### config.mk
export PLATFORM = sky130hd
export DESIGN_NAME = register_file_sb
export DESIGN_NICKNAME = d
export VERILOG_FILES = /design/src/rtl/register_file_sb.sv
export SDC_FILE = /design/constraint.sdc
export NUM_CORES = 1
export LEC_CHECK = 0
export BUFFER_PORTS_ARGS = -buffer_cell sky130_fd_sc_hd__buf_2
export CAP_MARGIN = 5
export CORE_MARGIN = 4
export CORE_UTILIZATION = 59
export DETAILED_ROUTE_END_ITERATION = 6
export GPL_TIMING_DRIVEN = 0
export PLACE_DENSITY = 0.8
export SLEW_MARGIN = 20
export SYNTH_ARGS = -nofsm -noshare
export SYNTH_HDL_FRONTEND = slang
export SYNTH_SLANG_ARGS = --single-unit
### constraint.sdc
create_clock -name clk -period 1.8 [get_ports clk]
set_input_delay 0.18 -clock clk [delete_from_list [all_inputs] [get_ports clk]]
set_output_delay 0.18 -clock clk [all_outputs]
set_load 0.005 [all_outputs]
### src/rtl/register_file_sb.sv
// Parametrised decode/writeback register file with hardware-owned HI/LO/SR,
// BA tap, SR sign flag and a per-register pending-write scoreboard.
// Optional write-through forwarding into the read ports: define RF_BYPASS_EN.
module register_file_sb #(
  parameter int DATA_W = 16,
  parameter int ADDR_W = 5,
  parameter int DEPTH  = 16,
  parameter int HI_IDX = 12,
  parameter int LO_IDX = 13,
  parameter int SR_IDX = 9,
  parameter int BA_IDX = 10
) (
  input  logic              clk,
  input  logic              rst,
  input  logic [ADDR_W-1:0] rd_addr1,
  input  logic [ADDR_W-1:0] rd_addr2,
  output logic [DATA_W-1:0] rd_data1,
  output logic [DATA_W-1:0] rd_data2,
  output logic              busy1,
  output logic              busy2,
  input  logic              wr_en,
  input  logic [ADDR_W-1:0] wr_addr,
  input  logic [DATA_W-1:0] wr_data,
  input  logic              rsv_en,
  input  logic [ADDR_W-1:0] rsv_addr,
  input  logic [DATA_W-1:0] hi_in,
  input  logic [DATA_W-1:0] lo_in,
  input  logic [DATA_W-1:0] sr_in,
  output logic              sr_flag,
  output logic [DATA_W-1:0] ba_out
);

  localparam int IDX_W = (DEPTH > 1) ? $clog2(DEPTH) : 1;

  logic [DATA_W-1:0] regs [DEPTH];
  logic [DEPTH-1:0]  pending;
  logic [DEPTH-1:0]  pendingNext;

  logic              wrOk;
  logic              rsvOk;
  logic [IDX_W-1:0]  wrIdx;
  logic [IDX_W-1:0]  rsvIdx;
  logic [IDX_W-1:0]  rdIdx1;
  logic [IDX_W-1:0]  rdIdx2;
  logic [DATA_W-1:0] rdSel1;
  logic [DATA_W-1:0] rdSel2;
  logic [DATA_W-1:0] baWord;
  logic              srMsb;
  logic              fwd1;
  logic              fwd2;
  logic              rsvHit1;
  logic              rsvHit2;

  // Address 0 and anything past DEPTH read as zero and never report busy.
  function automatic logic inRange(input logic [ADDR_W-1:0] a);
    int ai;
    ai = int'(a);
    return (ai != 0) && (ai < DEPTH);
  endfunction

  function automatic logic writable(input logic [ADDR_W-1:0] a);
    int ai;
    ai = int'(a);
    return inRange(a) && (ai != HI_IDX) && (ai != LO_IDX) && (ai != SR_IDX);
  endfunction

  function automatic logic [IDX_W-1:0] toIdx(input logic [ADDR_W-1:0] a);
    return a[IDX_W-1:0];
  endfunction

  assign wrOk    = wr_en && writable(wr_addr);
  assign rsvOk   = rsv_en && writable(rsv_addr);
  assign wrIdx   = toIdx(wr_addr);
  assign rsvIdx  = toIdx(rsv_addr);
  assign rdIdx1  = toIdx(rd_addr1);
  assign rdIdx2  = toIdx(rd_addr2);
  assign rsvHit1 = rsvOk && (rsv_addr == rd_addr1);
  assign rsvHit2 = rsvOk && (rsv_addr == rd_addr2);

`ifdef RF_BYPASS_EN
  assign fwd1 = wrOk && (wr_addr == rd_addr1);
  assign fwd2 = wrOk && (wr_addr == rd_addr2);
`else
  assign fwd1 = 1'b0;
  assign fwd2 = 1'b0;
`endif

  always_comb begin
    rdSel1 = '0;
    rdSel2 = '0;
    baWord = '0;
    srMsb  = 1'b0;
    if (inRange(rd_addr1)) rdSel1 = regs[rdIdx1];
    if (inRange(rd_addr2)) rdSel2 = regs[rdIdx2];
    for (int i = 0; i < DEPTH; i++) begin
      if (i == BA_IDX) baWord = regs[i];
      if (i == SR_IDX) srMsb  = regs[i][DATA_W-1];
    end
  end

  // Set is applied after clear so a same-cycle reserve wins over the write.
  always_comb begin
    pendingNext = pending;
    if (wrOk)  pendingNext[wrIdx]  = 1'b0;
    if (rsvOk) pendingNext[rsvIdx] = 1'b1;
  end

  // A forwarded write retires the reservation the reader would otherwise see.
  assign busy1 = inRange(rd_addr1) && pending[rdIdx1] && (!fwd1 || rsvHit1);
  assign busy2 = inRange(rd_addr2) && pending[rdIdx2] && (!fwd2 || rsvHit2);

  // Storage stage: hardware-owned registers reload every edge.
  always_ff @(posedge clk or negedge rst) begin
    if (!rst) begin
      for (int i = 0; i < DEPTH; i++) regs[i] <= '0;
      pending <= '0;
    end else begin
      for (int i = 0; i < DEPTH; i++) begin
        if (i == HI_IDX)                         regs[i] <= hi_in;
        else if (i == LO_IDX)                    regs[i] <= lo_in;
        else if (i == SR_IDX)                    regs[i] <= sr_in;
        else if (wrOk && (wrIdx == IDX_W'(i)))   regs[i] <= wr_data;
      end
      pending <= pendingNext;
    end
  end

  // Output stage: reads, BA and SR flag all sample pre-update storage.
  always_ff @(posedge clk or negedge rst) begin
    if (!rst) begin
      rd_data1 <= '0;
      rd_data2 <= '0;
      sr_flag  <= 1'b0;
      ba_out   <= '0;
    end else begin
      rd_data1 <= fwd1 ? wr_data : rdSel1;
      rd_data2 <= fwd2 ? wr_data : rdSel2;
      sr_flag  <= srMsb;
      ba_out   <= baWord;
    end
  end

endmodule
## After elaboration in Yosys (flattened, before gate mapping)

Cells that the tools add are included.

| word-level totals | value |
|---|---|
| input bits | 88 |
| register bits after elaboration | 321 |
| word-level logic and storage cells | 108 |
| output and inout port bits | 51 |

| operators by class | value |
|---|---|
| bitwise operators | 5 |
| reduce and logical (&&, ||, !) cells | 34 |
| order comparisons | 12 |
| multiplexer cells | 18 |
| eq/ne operators | 18 |

Operators with widths:

| cell | number |
|---|---|
| binary-select mux 16 bit (select 4 bit) | 2 |
| 2-to-1 mux 16 bit | 8 |
| != test 5 bit, second input constant | 6 |
| logical AND 1 bit | 29 |
| equality test 4 bit, second input constant | 5 |
| less-than comparator 4 x 5 -> 1 bit, second input constant | 4 |
| less-than comparator 5 bit, second input constant | 4 |
| nonzero test 5 bit | 4 |
| bitwise AND 16 bit | 1 |
| equality test 4 x 3 -> 1 bit, second input constant | 4 |
| inverter 16 bit | 1 |
| OR 16 bit | 1 |
| greater-or-equal comparator 5 bit, second input constant | 2 |
| inverter 4 -> 5 bit | 2 |
| binary-select mux 1 bit (select 4 bit) | 2 |
| demux 1 bit (select 4 bit) | 2 |
| equality test 4 x 2 -> 1 bit, second input constant | 2 |
| greater-or-equal comparator 4 x 1 -> 1 bit, second input constant | 2 |
| equality test 4 x 1 -> 1 bit, second input constant | 1 |
| logical NOT 4 bit | 1 |
| 2-to-1 mux 1 bit | 4 |

## Longest topological paths before layout

Gate-level depths: netlist of the first run.

| depth | value |
|---|---|
| word-level depth | 9 |
| gate-level depth with buffers | 6 |
| gate-level depth less buffers | 3 |

## Worst setup path before layout of the first run

No wires, ideal clock.

| path | value |
|---|---|
| kind | in2reg |
| start point | in rd_addr2[0] |
| end point | reg rd_data2[10] |
| setup slack | 0.318 ns |
| data arrival time | 1.344 ns |
| cell stages on the path | 5 |
| setup time | 0.138 ns |
| path buffers | 2 |
| data required time | 1.662 ns |
| path through | buf_2 > buf_2 > mux4_2 > a22oi_1 > o211ai_1 |

| between the ends | value |
|---|---|
| word-level cells in the longest chain between the ends | 5 |
| elaborated cells between the ends (all ways) | 8 |
| classes of those cells | order compare: 1; mux: 4; bitwise: 1; reduce/logical: 2 |

Ends and longest elaborated chain:

| item | RTL line | text |
|---|---|---|
| start, declared | 16 | `input logic [ADDR_W-1:0] rd_addr2,` |
| inverter 4 -> 5 bit (not written as such) | 94 | `if (inRange(rd_addr2)) rdSel2 = regs[rdIdx2];` |
| binary-select mux 16 bit (select 4 bit) | 94 |  |
| 2-to-1 mux 16 bit (not written as such) (2 in a row) | 94 |  |
| 2-to-1 mux 16 bit * | 94 |  |
| net rdSel2[10] | 46 | `logic [DATA_W-1:0] rdSel2;` |
| end signal, assigned | 137 | `rd_data2 <= fwd2 ? wr_data : rdSel2;` |
| end, declared | 18 | `output logic [DATA_W-1:0] rd_data2,` |

The timed path passes the listed nets; every way through them passes the cells marked *. The select of a mux whose other input is x is not followed.
A chain may end at the register's enable or synchronous reset.

## Worst setup path after layout of the first run

| path | value |
|---|---|
| start point | reg pending[15] |
| end point | out busy2 |

| between the ends | value |
|---|---|
| word-level cells in the longest chain between the ends | 3 |

Ends and longest elaborated chain:

| item | RTL line | text |
|---|---|---|
| start, declared | 36 | `logic [DEPTH-1:0] pending;` |
| start signal, assigned | 124 | `pending <= pendingNext;` |
| binary-select mux 1 bit (select 4 bit) | 110 | `assign busy2 = inRange(rd_addr2) && pending[rdIdx2] && (!fwd2 \|\| rsvHit2);` |
| 2-to-1 mux 1 bit (not written as such) | 110 |  |
| logical AND 1 bit | 110 |  |
| end, declared | 20 | `output logic busy2,` |

No other way between the ends. The select of a mux whose other input is x is not followed.

==> results of run 1 <==
placed cells by master, fill, tap and decap left out, types with 6 or more instances in the layout:
cell	Yosys	layout
buf_4	10	11
mux4_2	102	102
a22oi_1	67	65
clkbuf_8	0	8
dfrtp_1	304	304
dlygate4sd3_1	0	65
buf_6	8	8
mux2_4	9	9
buf_2	25	155
clkbuf_16	0	35
inv_1	6	6
clkbuf_1	36	40
mux2_2	213	213
nand2_1	37	37
o211ai_1	34	34
clkinv_2	0	7
power breakdown:
part | internal [mW] | total [mW] | leakage [nW] | switching (mW)
sequential | 7.95 | 8.76 | 3.85 | 0.808
combinational | 1.97 | 3.27 | 3.29 | 1.30
clock | 4.47 | 7.19 | 0.582 | 2.72
what timing repair did:
action	in CTS	in global routing
endpoints found under the hold margin	176	0
pin swaps	4	2
gates cloned	0	0
hold buffers	65	0
buffers inserted	1	0
gates resized for setup	2	1
setup endpoints to repair	2	2
synthesized netlist by cell type, types with 2 or more instances:
master / instances
o2bb2ai_1: 2
or3_1: 2
nand4_2: 2
nand2b_1: 2
inv_1: 6
mux4_2: 102
nor2b_1: 4
o21ai_0: 2
nor2_1: 3
mux2_4: 9
mux2_2: 213
buf_1: 4
buf_4: 10
clkbuf_1: 36
dfrtp_1: 304
a22oi_1: 67
nand2_1: 37
buf_6: 8
mux2_1: 4
buf_2: 25
a22o_1: 4
nand3_1: 2
nor3b_2: 4
o211ai_1: 34
nand2_2: 4
o22ai_1: 3
and3b_1: 3
and2_1: 2
layer usage:
layer | vias to the layer above | wire [µm] | part of all wire
met4 | 0 | 1330 | 0.033
met2 | 569 | 18480 | 0.46
met1 | 5100 | 15690 | 0.39
met5 | - | 0 | 0
li1 | 3997 | - | -
met3 | 112 | 4336 | 0.11
worst max-delay path by stage:
stage | startpoint | to | slack (ns) | cells after the start
3_5_place_dp | rd_addr1[2] | rd_data1[5] | -0.37 | 5
5_1_grt | pending[15] | busy2 | -0.40 | 4
4_1_cts | pending[15] | busy2 | -0.33 | 4
6_report | pending[15] | busy2 | -0.32 | 4
3_3_place_gp | rst | rd_data1[7] | -4.99 | 1
2_1_floorplan | rd_addr2[0] | rd_data2[10] | 0.32 | 5
flip-flops by register name, indices dropped and copies added, names as in the netlist:
name and count:
pending 15, ba_out 16, rd_data2 16, baWord 16, sr_flag 1, rd_data1 16
regs 224
area by class of cell:
type / count / area, µm²
sequential: 304 / 7607
fill: 1555 / 6365
multi-input combinational: 520 / 6225
timing repair buffer: 201 / 1411
clock buffer: 47 / 1001
buffer: 85 / 467.9
tap: 319 / 399.1
clock inverter: 14 / 178.9
inverter: 6 / 22.52
antenna: 2 / 5.005
cell families after synthesis:
group	after synthesis	share of synthesized area
buffers and inverters	91	0.03410
AND/OR/NAND/NOR	78	0.03349
AO/OA/AOI/OAI	113	0.05937
multiplexers	329	0.3414
flip-flops	304	0.5316
stage by stage:
stage	area, µm²	instances	total power, mW
2_1_floorplan	14310	915	10.77
3_3_place_gp	15370	1366	11.71
3_5_place_dp	15460	1369	11.91
4_1_cts	17310	1496	19.24
5_1_grt	17320	1497	19.94
6_report	17320	1498	19.22
==> impl_metrics.yaml, run 1 <==
global_route:
  grt_pass1_wl_um: 60530
  grt_usage: 0.3034
  grt_util_met1: 0.4304
  grt_pass1_vias: 10260
  grt-ovfl-total: 0
  grt_start_max_net_pins: 103
  busiest_layer: "met2"
  use_met3: 0.08331
  antenna_found_initial: 2
  met2_usage: 0.4589
final_layout:
  fin_nets: 1240
  area_growth_pct: 21.02
  finish.utilization: 0.7312
  drive_gt1_frac: 0.4936
sta:
  hold_violations: 0
  worst_slew_pin_slew_ns: 0.9117
  setup_viol_count_final: 2
  final.min_clock_period_ns: 2.123
  fmax_ghz: 0.4711
  slew_headroom: 0.3922
  final_max_slew_viol_count: 0
  fin_hold_ws_ns: 0.006456
  period_share: 1.179
  fin_ws_ns: -0.3226
  rsz0062_at_grt: "true"
  tns_ns: -0.6317
  skew_ns: 0.01091
route:
  drt-vias-per-instance: 6.527
  drt_iter0_drc: 1168
  antenna_left: 0
  vias: 9778
  wl_per_cell_um: 26.59
  totalWireLength_um: 39830
  drcViolationCount: 0
  dr.pass1.iters: 5
die:
  start_util: 0.6042
  core_area_mm2: 0.02368
  die_height_um: 163.7
  io_pins: 139
  die_x_um: 163.7
  rows: 56
  die-area_mm2: 0.02681
worst_hold_path:
  hold_class: "primary input to flip-flop"
  worst_hold_startpoint: "wr_data[11]"
  whs_path_depth: 2
  min_to: "regs[139]"
yosys:
  ys_types: 45
  synth_area_leader_cell: "dfrtp_1"
  seq_area_frac_synth: 0.5316
  yosysWarnings: 0
  ys.flop_type: "dfrtp_1"
  async_flop_share: 1.000
  synth-edff-count: 0
  syn-num-nets: 1003
  syn-instance-count: 915
  synth_area_leaders: "dfrtp_1, mux2_2, mux4_2"
  ys_seq_elements: 304
  syn-cell-area_mm2: 0.01431
  synth_top_area_share: 0.5316
  avgSynthCellArea_um2: 15.64
setup_path:
  critPathLaunchType: "flip-flop"
  cp_top_family: "multiplexers"
  cp.buffers_inverters: 1
  r2r-start: "regs[7]"
  rr_endpoint: "rd_data2[7]"
  critical_path.endpoint_type: "primary output"
  reg2reg_slack_ns: 0.08
  cp_cell_sequence: "mux4_2, a22oi_2, o211ai_1, buf_2"
  reg2reg_depth: 3
  cp_data_arrival_time_ns: 1.94
  critPathSlowestCell: "mux4_2"
  critPathKind: "flip-flop to primary output"
  cp.required_ns: 1.62
  crit_path_max_incr_delay_ns: 0.48
  crit_fanout: 3
pwr:
  peakVddDrop_mv: 0.8030
  p_leak_nw: 7.720
  power_density_mw_per_mm2: 1110
place:
  place_hpwl_um: 26380
  port_buffers: 132
  dp_worst_setup_slack_ns: -0.3708
  gp_congestion: 0.9063
clocking:
  clk_pin_slew_ns: 0.06
  clock_sinks: 304
  htree_levels: 2
  worstSkewPairLatency_ns: 0.51
  cts_made_buffers: 34
  root_buffer: "clkbuf_16"
  cts_tree: "built"
  cts_max_path_buffers: 3
status:
  violations: "setup timing"
  run_status: "finished, violations left"
run:
  maxCapViolCount: 0
No activity file was read; power rests on OpenSTA's default activity.
==> run 2, diff against run 1 <==
--- a/config.mk
+++ b/config.mk
@@ -7,10 +7,9 @@
 export LEC_CHECK = 0
 export BUFFER_PORTS_ARGS = -buffer_cell sky130_fd_sc_hd__buf_2
 export CAP_MARGIN = 5
-export CORE_MARGIN = 4
+export CORE_MARGIN = 10
 export CORE_UTILIZATION = 59
 export DETAILED_ROUTE_END_ITERATION = 6
-export GPL_TIMING_DRIVEN = 0
 export PLACE_DENSITY = 0.8
 export SLEW_MARGIN = 20
 export SYNTH_ARGS = -nofsm -noshare
==> run 2 against run 1 <==
Compared with the run above:
- the flow still finishes with violations (setup timing)
- register-to-register slack better by 0.15 ns
- largest cell class unchanged
- via count is 0.46% lower
- maximum frequency is 2.6% higher
==> impl_metrics.yaml, run 2 (synthesized netlist as in run 1, its figures left out) <==
pwr:
  seqPwrFrac: 0.469
  swShare: 0.2526
  switching_power_mw: 4.744
  p_leak_nw: 7.805
  p_clk_frac: 0.357
  peakVddDrop_mv: 0.8879
  combPwrFrac: 0.174
  internal_power_mw: 14.04
  total_power_mw: 18.78
  power_density_mw_per_mm2: 1078
worst_hold_path:
  hold_class: "primary input to flip-flop"
  whs_path_depth: 2
  worst_hold_startpoint: "wr_data[13]"
  min_to: "regs[29]"
final_layout:
  top_register: "regs"
  finish.utilization: 0.7355
  area_growth_pct: 21.72
  drive_gt1_frac: 0.5256
  largest_reg_flops: 224
  fin_area_mm2: 0.01742
  final_common_cell: "dfrtp_1"
  fin_nets: 1217
  layout_common_cells: "dfrtp_1, mux2_2, buf_2"
clocking:
  cts_made_buffers: 31
  root_buffer: "clkbuf_16"
  clk_pin_slew_ns: 0.06
  cts_max_path_buffers: 3
  clock_sinks: 304
  worstSkewPairLatency_ns: 0.56
  post_cts_buffers: 0
  htree_levels: 1
  cts_tree: "built"
die:
  die_height_um: 175.7
  core_area_mm2: 0.02368
  die_x_um: 175.7
  start_util: 0.6042
  die-area_mm2: 0.03088
  io_pins: 139
  rows: 56
setup_path:
  crit_path_max_incr_delay_ns: 0.48
  reg2reg_depth: 3
  r2r-start: "regs[63]"
  cp_cell_sequence: "mux4_2, a22oi_2, o211ai_1, buf_2"
  crit_fanout: 3
  reg2reg_slack_ns: 0.23
  critical_path.endpoint_type: "primary output"
  critPathSlowestCell: "mux4_2"
  critPathKind: "flip-flop to primary output"
  rr_endpoint: "rd_data2[15]"
  critPathLaunchType: "flip-flop"
  cp_data_arrival_time_ns: 1.89
  cp.required_ns: 1.62
sta:
  fmax_ghz: 0.4832
  hold_violations: 0
  period_share: 1.150
  final_max_slew_viol_count: 0
  skew_ns: 0.01463
  slew_headroom: 0.6671
  setup_viol_count_final: 2
  worst_slew_pin_slew_ns: 0.4947
  fin_ws_ns: -0.2696
  rsz0062_at_grt: "true"
  final.min_clock_period_ns: 2.070
route:
  drcViolationCount: 0
  drt_iter0_drc: 1119
  dr.pass1.iters: 5
  totalWireLength_um: 40150
  drt-vias-per-instance: 6.603
  antenna_left: 0
  wl_per_cell_um: 27.24
  vias: 9733
global_route:
  grt_util_met1: 0.3458
  grt_pass1_vias: 10470
  busiest_layer: "met2"
  grt_usage: 0.2613
  grt-ovfl-total: 0
  grt_start_max_net_pins: 74
  antenna_found_initial: 5
  met2_usage: 0.4161
  grt_pass1_wl_um: 62830
  use_met3: 0.05962
place:
  gp_congestion: 0.8715
  port_buffers: 138
  dpl-instance-area_mm2: 0.01580
  place_hpwl_um: 26650
status:
  run_status: "finished, violations left"
  violations: "setup timing"
run:
  maxCapViolCount: 0
run 2: changes by cell type in the layout (fill, tap and decap cells not counted), sizes merged:
| cell | delta |
|---|---|
| buf | +30 |
| bufinv | +1 |
| clkbuf | -43 |
| clkinv | -1 |
| clkinvlp | -1 |
| diode | +2 |
| dlygate4sd3 | -12 |
run 2: worst max-delay path: cells and delay by family, from the launching register on:
| family | cells | cell delay [ns] |
|---|---|---|
| AOI/OAI and AO/OA | 2 | 0.29 |
| muxes | 1 | 0.48 |
| DFF | 1 | 0.41 |
| buffers and inverters | 1 | 0.15 |
run 2: worst max-delay path by stage:
stage           startpoint            to  slack [ns]  cells past startpoint
5_1_grt        pending[10]         busy1       -0.32                      4
6_report       pending[10]         busy1       -0.27                      4
4_1_cts        pending[15]         busy1       -0.29                      4
3_3_place_gp   rd_addr2[0]   rd_data2[8]       -0.08                      5
2_1_floorplan  rd_addr2[0]  rd_data2[10]        0.32                      5
3_5_place_dp   rd_addr2[0]  rd_data2[15]       -0.10                      5
run 2: routing by layer:
layer	part of all wire	wire length [µm]
met1	0.39	15790
met5	0.00055	22
met3	0.097	3892
met2	0.48	19130
met4	0.033	1318
run 2: repair_timing:
action / in CTS / in global routing
gates resized for setup: 0 / 2
endpoints found under the setup margin: 2 / 2
gates cloned: 0 / 0
endpoints found under the hold margin: 300 / 0
hold buffers: 53 / 0
pin swaps: 4 / 2
run 2: final cells by class:
type	count	area, µm²
sequential	304	7607
fill	1477	6265
multi-input combinational	520	6225
timing repair buffer	266	2087
clock buffer	42	867.1
tap	319	399.1
clock inverter	13	200.2
inverter	6	22.52
antenna	4	10.01
run 2: power groups by stage:
stage               registers (mW)  clock network, mW  logic (mW)
global route                  8.93               7.02        3.52
CTS                           8.78               6.77        3.26
finish                        8.82               6.70        3.27
floorplan                     8.56                  0        2.20
detailed placement            8.87                  0        3.15
global placement              8.80                  0        3.04
run 2: through the flow:
stage          TNS, ns  worst slack, ns  std cells  hold slack [ns]
6_report       -0.5151          -0.2696       1474          0.03873
5_1_grt        -0.6333          -0.3233       1473          0.03974
4_1_cts        -0.5656          -0.2936       1470          0.01164
3_5_place_dp   -0.4263          -0.1000       1362          0.09936
3_3_place_gp   -0.2229         -0.07851       1362          0.09573
2_1_floorplan        0           0.3175        915          -0.1156
==> run 3, diff against run 2 <==
==> constraint.sdc (replaced) <==
create_clock -name clk -period 1.8 [get_ports clk]
set_input_delay 0.18 -clock clk [delete_from_list [all_inputs] [get_ports clk]]
set_output_delay 0.18 -clock clk [all_outputs]
set_load 0.02 [all_outputs]
==> run 3 against run 2 <==
Compared with the run above:
- the run still ends with setup timing left
- cell area down 0.77%
- first-iteration DRC count down 4.6%
- register-to-register slack worse by 0.10 ns
- clock skew up 0.00071 ns
- worst setup slack worse by 0.060 ns
- combinational power up 6%
- global-route usage up 0.13 points
- highest routed layer unchanged
==> impl_metrics.yaml, run 3 (synthesized netlist as in run 1, its figures left out) <==
sta:
  final_max_slew_viol_count: 0
  worst_slew_pin_slew_ns: 0.5595
  rsz0062_at_grt: "true"
  setup_viol_count_final: 2
  fin_ws_ns: -0.3293
  period_share: 1.183
  hold_violations: 0
  fmax_ghz: 0.4696
  skew_ns: 0.01534
  final.min_clock_period_ns: 2.129
  slew_headroom: 0.6236
clocking:
  clock_sinks: 304
  root_buffer: "clkbuf_16"
  htree_levels: 1
  cts_tree: "built"
  clk_pin_slew_ns: 0.06
  cts_made_buffers: 31
  worstSkewPairLatency_ns: 0.57
  cts_max_path_buffers: 3
status:
  run_status: "finished, violations left"
  violations: "setup timing"
setup_path:
  reg2reg_slack_ns: 0.13
  critPathKind: "flip-flop to primary output"
  critPathLaunchType: "flip-flop"
  cp_top_family: "multiplexers"
  crit_path_max_incr_delay_ns: 0.49
  crit_fanout: 3
  critical_path.endpoint_type: "primary output"
  cp_cell_sequence: "mux4_2, a22oi_2, o211ai_1, buf_4"
  cp-startpoint: "pending[8]"
  r2r-start: "baWord[3]"
  cp_data_arrival_time_ns: 1.95
  cp.required_ns: 1.62
  critPathSlowestCell: "mux4_2"
  cp.buffers_inverters: 1
die:
  die_x_um: 175.7
  rows: 56
  die_height_um: 175.7
  core_area_mm2: 0.02368
  start_util: 0.6042
  io_pins: 139
  die-area_mm2: 0.03088
global_route:
  grt_start_max_net_pins: 72
  grt_usage: 0.2625
  grt-ovfl-total: 0
  antenna_found_initial: 3
  grt_pass1_wl_um: 62430
  grt_pass1_vias: 10190
route:
  vias: 9733
  drt-vias-per-instance: 6.630
  wl_per_cell_um: 27.80
  antenna_left: 0
  dr.pass1.iters: 5
  drt_iter0_drc: 1067
  drcViolationCount: 0
  totalWireLength_um: 40810
worst_hold_path:
  hold_class: "primary input to flip-flop"
  worst_hold_startpoint: "wr_data[12]"
pwr:
  peakVddDrop_mv: 0.8177
  p_leak_nw: 7.753
  power_density_mw_per_mm2: 1077
run:
  maxCapViolCount: 0
final_layout:
  largest_reg_flops: 224
  layout_common_cells: "dfrtp_1, mux2_2, buf_2"
  area_growth_pct: 20.78
  final_common_cell: "dfrtp_1"
  fin_nets: 1214
  nFillCells: 1508
  top_register: "regs"
  drive_gt1_frac: 0.5222
  finish.utilization: 0.7298
place:
  dp_worst_setup_slack_ns: -0.07456
  gp_congestion: 0.9061
  place_hpwl_um: 27020
  port_buffers: 138
==> run 3: cell count changes in the layout (fill, tap and decap cells not counted), sizes merged <==
cell         delta
clkinv          +1
dlygate4sd3     -1
clkinvlp        -1
buf             -2
bufinv          -2
diode           -2
clkbuf          +1
==> run 3: path summary, 6_finish.rpt <==
path / to / cells after the start
max in group asynchronous: regs[44] / 3
min: regs[28] / 2
max reg2reg: rd_data1[3] / 3
min in group asynchronous: regs[50] / 2
min reg2reg: pending[13] / 0
max: busy2 / 4
==> run 3: stage by stage <==
| step | cell area, µm² | cells | power, mW | setup TNS [ns] | hold WS (ns) |
|---|---|---|---|---|---|
| floorplan | 14310 | 915 | 10.95 | 0 | -0.1156 |
| global placement | 15740 | 1359 | 12.00 | -0.1420 | 0.08036 |
| detailed placement | 15740 | 1359 | 12.19 | -0.1892 | 0.08484 |
| CTS | 17270 | 1465 | 18.63 | -0.6417 | 0.003186 |
| global route | 17280 | 1467 | 19.29 | -0.7580 | 0.01898 |
| finish | 17280 | 1468 | 18.62 | -0.6376 | 0.01422 |
==> run 3: per-layer routing <==
layer,global-route usage,vias to the layer above,wire length [µm]
li1,-,3943,-
met1,0.3482,5072,15950
met2,0.4121,599,19260
met3,0.06670,117,4064
met4,0.09608,2,1524
met5,0,-,10
==> run 3: power by group <==
part / total, mW / internal [mW] / switching (mW)
Clock: 6.34 / 3.72 / 2.62
Combinational: 3.46 / 2.02 / 1.45
Sequential: 8.82 / 7.95 / 0.866
Total: 18.6 / 13.7 / 4.94
==> run 3: final cells by class <==
class                      instances  area, µm²  area share
inverter                           6      22.52    0.001303
timing repair buffer             263       2029      0.1174
clock inverter                    11      145.1    0.008397
clock buffer                      43      850.8     0.04923
antenna                            2      5.005   0.0002896
sequential                       304       7607      0.4401
multi-input combinational        520       6225      0.3601
tap                              319      399.1     0.02309
==> run 3: timing repair <==
item / 4_1_cts / 5_1_grt
hold endpoints to repair: 356 / 0
gates resized for setup: 4 / 0
endpoints found under the setup margin: 2 / 2
pin swaps: 4 / 2
buffers inserted: 0 / 1
hold buffers: 52 / 0
==> run 3: worst register-to-register path, delay by kind of cell (launching register included) <==
family / cells / cell delay (ns)
muxes: 1 / 0.47
DFF: 1 / 0.41
AOI/OAI and AO/OA: 2 / 0.62
